===== src/rtl/id_hazard_ctrl.sv =====
// id_hazard_ctrl: ID-stage stall, branch-operand forwarding and branch resolution from shadowed EX/MEM/WB destinations
module id_hazard_ctrl #(
  parameter int REG_ADDR_W = 5,
  parameter int CNT_W = 16
) (
  input  logic                  clk,
  input  logic                  rst,
  input  logic                  ext_hold,
  input  logic                  id_valid,
  input  logic [REG_ADDR_W-1:0] id_rs,
  input  logic [REG_ADDR_W-1:0] id_rt,
  input  logic                  id_uses_rs,
  input  logic                  id_uses_rt,
  input  logic                  id_is_branch,
  input  logic                  id_is_bne,
  input  logic                  id_zero,
  input  logic [REG_ADDR_W-1:0] id_dst,
  input  logic                  id_reg_write,
  input  logic                  id_mem_read,
  output logic                  stall_id,
  output logic                  bubble_ex,
  output logic                  branch_taken,
  output logic [1:0]            fwd_a_sel,
  output logic [1:0]            fwd_b_sel,
  output logic [CNT_W-1:0]      stall_count
);
  typedef struct packed {
    logic                  v;
    logic [REG_ADDR_W-1:0] d;
    logic                  wr;
    logic                  ld;
  } ent_t;
  ent_t ex, mem, wb;
  logic [CNT_W-1:0] cnt;
  logic a_ex, b_ex, a_mem, b_mem, a_wb, b_wb, hit;
  function automatic logic hit_on(input logic u, input logic [REG_ADDR_W-1:0] s, input ent_t e);
    return u && s != '0 && e.v && e.wr && e.d == s;
  endfunction
  always_comb begin
    a_ex = hit_on(id_uses_rs, id_rs, ex);
    b_ex = hit_on(id_uses_rt, id_rt, ex);
    a_mem = hit_on(id_uses_rs, id_rs, mem);
    b_mem = hit_on(id_uses_rt, id_rt, mem);
    a_wb = hit_on(id_uses_rs, id_rs, wb);
    b_wb = hit_on(id_uses_rt, id_rt, wb);
    // branches compare in ID, so any EX producer and a load in MEM are both too late
    hit = id_is_branch ? (a_ex | b_ex | ((a_mem | b_mem) & mem.ld)) : ((a_ex | b_ex) & ex.ld);
    stall_id = rst & id_valid & hit & !ext_hold;
    bubble_ex = stall_id;
    branch_taken = rst & id_valid & id_is_branch & !stall_id & !ext_hold & (id_is_bne ? !id_zero : id_zero);
    fwd_a_sel = !(rst && id_is_branch) ? 2'b00 : (a_mem && !mem.ld) ? 2'b01 : a_wb ? 2'b10 : 2'b00;
    fwd_b_sel = !(rst && id_is_branch) ? 2'b00 : (b_mem && !mem.ld) ? 2'b01 : b_wb ? 2'b10 : 2'b00;
    stall_count = rst ? cnt : '0;
  end
  always_ff @(posedge clk or negedge rst)
    if (!rst) begin
      ex <= '0;
      mem <= '0;
      wb <= '0;
      cnt <= '0;
    end else if (!ext_hold) begin
      wb <= mem;
      mem <= ex;
      ex <= (stall_id || !id_valid) ? '0 : ent_t'{1'b1, id_dst, id_reg_write && id_dst != '0, id_mem_read};
      if (stall_id && cnt != '1) cnt <= cnt + 1'b1;
    end
endmodule


===== config.mk =====
export PLATFORM = sky130hd
export DESIGN_NAME = id_hazard_ctrl
export DESIGN_NICKNAME = d
export VERILOG_FILES = /design/src/rtl/id_hazard_ctrl.sv
export SDC_FILE = /design/constraint.sdc
export NUM_CORES = 1
export LEC_CHECK = 0
export BUFFER_PORTS_ARGS = -buffer_cell sky130_fd_sc_hd__buf_2
export CAP_MARGIN = 20
export CORE_MARGIN = 2
export CORE_UTILIZATION = 35
export DETAILED_ROUTE_END_ITERATION = 8
export GPL_TIMING_DRIVEN = 0
export PLACE_DENSITY = 0.64
export SLEW_MARGIN = 5
export SYNTH_ARGS = -nofsm -noshare
export SYNTH_HDL_FRONTEND = slang
export SYNTH_SLANG_ARGS = --single-unit

===== constraint.sdc =====
create_clock -name clk -period 2.4 [get_ports clk]
set_input_delay 0.36 -clock clk [delete_from_list [all_inputs] [get_ports clk]]
set_output_delay 0.36 -clock clk [all_outputs]
set_load 0.03 [all_outputs]

==> impl_metrics.env <==
export IMPL_status="finished with violations"
export IMPL_violations="negative setup slack"
export IMPL_grt_total_usage=0.1480
export IMPL_fin_ws_ns=-0.0001992
export IMPL_setup_violations=1
export IMPL_fillerInstances=629
export IMPL_drc=0
export IMPL_max_slew_margin=0.6073
export IMPL_synth_warning_count=0
export IMPL_slew_viol_final=0
export IMPL_rsz0062_at_grt="true"
export IMPL_gr_total_overflow=0
export IMPL_core_um2=6314
export IMPL_report_final_hold_viol_count=0
export IMPL_cp_data_required_time_ns=2.04
export IMPL_grt_pass1_wl_um=8424
export IMPL_power_density_nw_per_um2=537.3
export IMPL_drt_first_pass_iters=2
export IMPL_regToRegStartpoint="mem[5]"
export IMPL_dieWidth_um=84.53
export IMPL_critical_path_top_delay_family="simple AND/OR/NAND/NOR gates"
export IMPL_hold_ws_ns=0.006058
export IMPL_fin_tns_setup_ns=-0.0001992
export IMPL_leakagePower_nw=1.304
export IMPL_die_h_um=84.53
export IMPL_wl_um=5065
export IMPL_fin_crit_sh=1.000
export IMPL_numCtsBuffers=5
export IMPL_num_vias=1735
export IMPL_peakVddDrop_mv=0.3341
export IMPL_critPathKind="in -> out"
export IMPL_crit_chain="buf_6 -> or4_4 -> o21ai_4 -> nor4_2 -> o21ai_2 -> a21boi_2 -> and2_4 -> buf_6 -> buf_6"
export IMPL_yosysMostFrequentCell="dfrtp_1"
export IMPL_cts_reportedPaths_clkPinSlew_ns=0.08
export IMPL_wl_per_cell_um=14.81
export IMPL_worstPathMaxFanout=4
export IMPL_first_global_vias=1726
export IMPL_synthFlopType="dfrtp_1"
export IMPL_synthCells=204
export IMPL_clkLatencyLatePin_ns=0.29
export IMPL_avgSynthCellArea_um2=11.13
export IMPL_ys_ff_latch=39
export IMPL_skew_ns=0.004008
export IMPL_slowest_stage="or4_4"
export IMPL_synth_edf_count=0
export IMPL_synth_top_area_share=0.4300
export IMPL_synth_cell_types=36
export IMPL_yosysTopAreaCell="dfrtp_1"
export IMPL_end_kind="output pin"
export IMPL_yosys_top_cells_count="dfrtp_1 (39), xnor2_1 (38), and2_1 (18)"
export IMPL_gp_congestion=0.8760
export IMPL_cts_tree="yes"
export IMPL_hpwl_um=3614
export IMPL_arrival_ns=2.04
export IMPL_antenna_found_initial=0
export IMPL_num_antenna_cells=0
export IMPL_ys_seq_area_frac=0.4300
export IMPL_drtIter0Drc=123
export IMPL_rows=29
export IMPL_cp_startpoint="id_rt[4]"
export IMPL_critPathMaxStageDelay_ns=0.54
export IMPL_fmax_ghz=0.4166
export IMPL_vias_per_cell=5.073
export IMPL_finalPower_mw=1.556
export IMPL_drive_gt1_frac=0.3962
export IMPL_numClockSinks=39
export IMPL_portBuffers=47
export IMPL_async_reset_ff_frac=1.000
export IMPL_root_buffer="clkbuf_8"
export IMPL_syn_num_nets=231
export IMPL_worst_path_buf_inv=3
export IMPL_cp_start_kind="primary input"
export IMPL_period_minus_slack_ns=2.400
export IMPL_io_pins=49
export IMPL_max_cap_viol_count=0
export IMPL_grt_max_degree=40
export IMPL_htreeDepth=2
export IMPL_die_area_um2=7145
export IMPL_hold_path_class="in -> async"
export IMPL_cpMostUsedCell="buf_6"
export IMPL_nets=291
export IMPL_area_growth_pct=27.56
export IMPL_synthesis_area_um2=2270
export IMPL_tightest_slew_ns=0.5891
export IMPL_clock_path_buffers=2
export IMPL_postRouteAntennaNets=0
export IMPL_yosys_top_cells_area="dfrtp_1 (43%), xnor2_1 (15%), mux2_2 (8.4%)"
export IMPL_start_util=0.3595
-- registers in the layout (all words and copies together), names as in the netlist --
register and flops:
wb 7, mem 8, ex 8, cnt 16
-- power breakdown --
part | switching (mW) | internal [mW]
registers | 0.0525 | 0.700
clock network | 0.230 | 0.336
logic | 0.111 | 0.124
-- cell families after synthesis --
| family | count (synthesis) | synth area share |
|---|---|---|
| flip-flops | 39 | 0.4300 |
| XOR/XNOR | 45 | 0.1737 |
| adder cells (fa/ha/maj) | 1 | 0.005512 |
| AO/OA/AOI/OAI | 17 | 0.07277 |
| buffers and inverters | 10 | 0.02205 |
| AND/OR/NAND/NOR | 75 | 0.2117 |
| multiplexers | 17 | 0.08434 |
-- final cells by class --
class / instances / area (um2) / share of cell area
clock inverters: 2 / 35.03 / 0.01210
inverters: 1 / 3.754 / 0.001296
plain buffers: 9 / 51.30 / 0.01772
well taps: 77 / 96.34 / 0.03328
flip-flops and latches: 39 / 975.9 / 0.3371
repair buffers: 53 / 332.8 / 0.1150
multi-input cells: 155 / 1318 / 0.4551
clock buffers: 6 / 82.58 / 0.02852
-- per-layer routing --
metal / track usage / wire length, um / vias to the layer above / part of all wire
li1: - / - / 845 / -
met1: 0.2107 / 2463 / 855 / 0.49
met2: 0.2255 / 2362 / 31 / 0.47
met3: 0.02852 / 183 / 4 / 0.036
met4: 0.05195 / 56 / 0 / 0.011
met5: 0 / 0 / - / 0
-- metrics by stage --
stage	std cells	setup slack, ns	instance area, um2	util
after floorplan	204	0.05949	2285	-
after global placement	328	-0.6476	2616	0.4144
after detailed placement	328	-0.6368	2616	0.4144
after CTS	340	0.002061	2877	0.4556
after global routing	342	-0.07085	2895	0.4586
final	342	-0.0001992	2895	0.4586
-- worst paths after layout --
kind | endpoint | slack [ns] | cells past startpoint
max | stall_id | -0.0002 | 9
max reg2reg | cnt[10] | 0.26 | 9
max in group asynchronous | cnt[11] | 2.19 | 2
min reg2reg | cnt[12] | 0.50 | 1
min in group clk | ex[0] | 0.28 | 2
min | wb[3] | 0.006 | 2
-- worst register-to-register path: cells and delay by family, from the launching register on --
kind / cells / cell delay (ns)
xor+xnor: 2 / 0.31
buf+inv: 2 / 0.37
compound gates: 2 / 0.35
simple gates: 3 / 0.56
flops: 1 / 0.44
-- repair_timing --
action,4_1_cts,5_1_grt
hold endpoints to repair,39,0
buffers inserted,3,2
pin swaps,14,4
setup endpoints to repair,17,2
gates resized for setup,24,1
hold buffers,1,0
-- cell usage in the layout (no fill, tap or decap), drive strengths merged, types with 2 or more instances in the layout --
cell | Yosys | routed
buf | 3 | 56
dfrtp | 39 | 39
xnor2 | 38 | 38
and2 | 18 | 18
mux2 | 17 | 17
nand3 | 14 | 14
clkbuf | 6 | 12
nand4 | 10 | 10
nand2 | 8 | 8
xor2 | 7 | 7
a22o | 6 | 6
and3 | 5 | 5
nor4 | 4 | 4
nor3 | 4 | 4
or4 | 3 | 3
o21ai | 3 | 3
a21oi | 3 | 3
nor2 | 3 | 3
nor3b | 2 | 2
nand2b | 2 | 2
(Power assumes the default switching activity.)
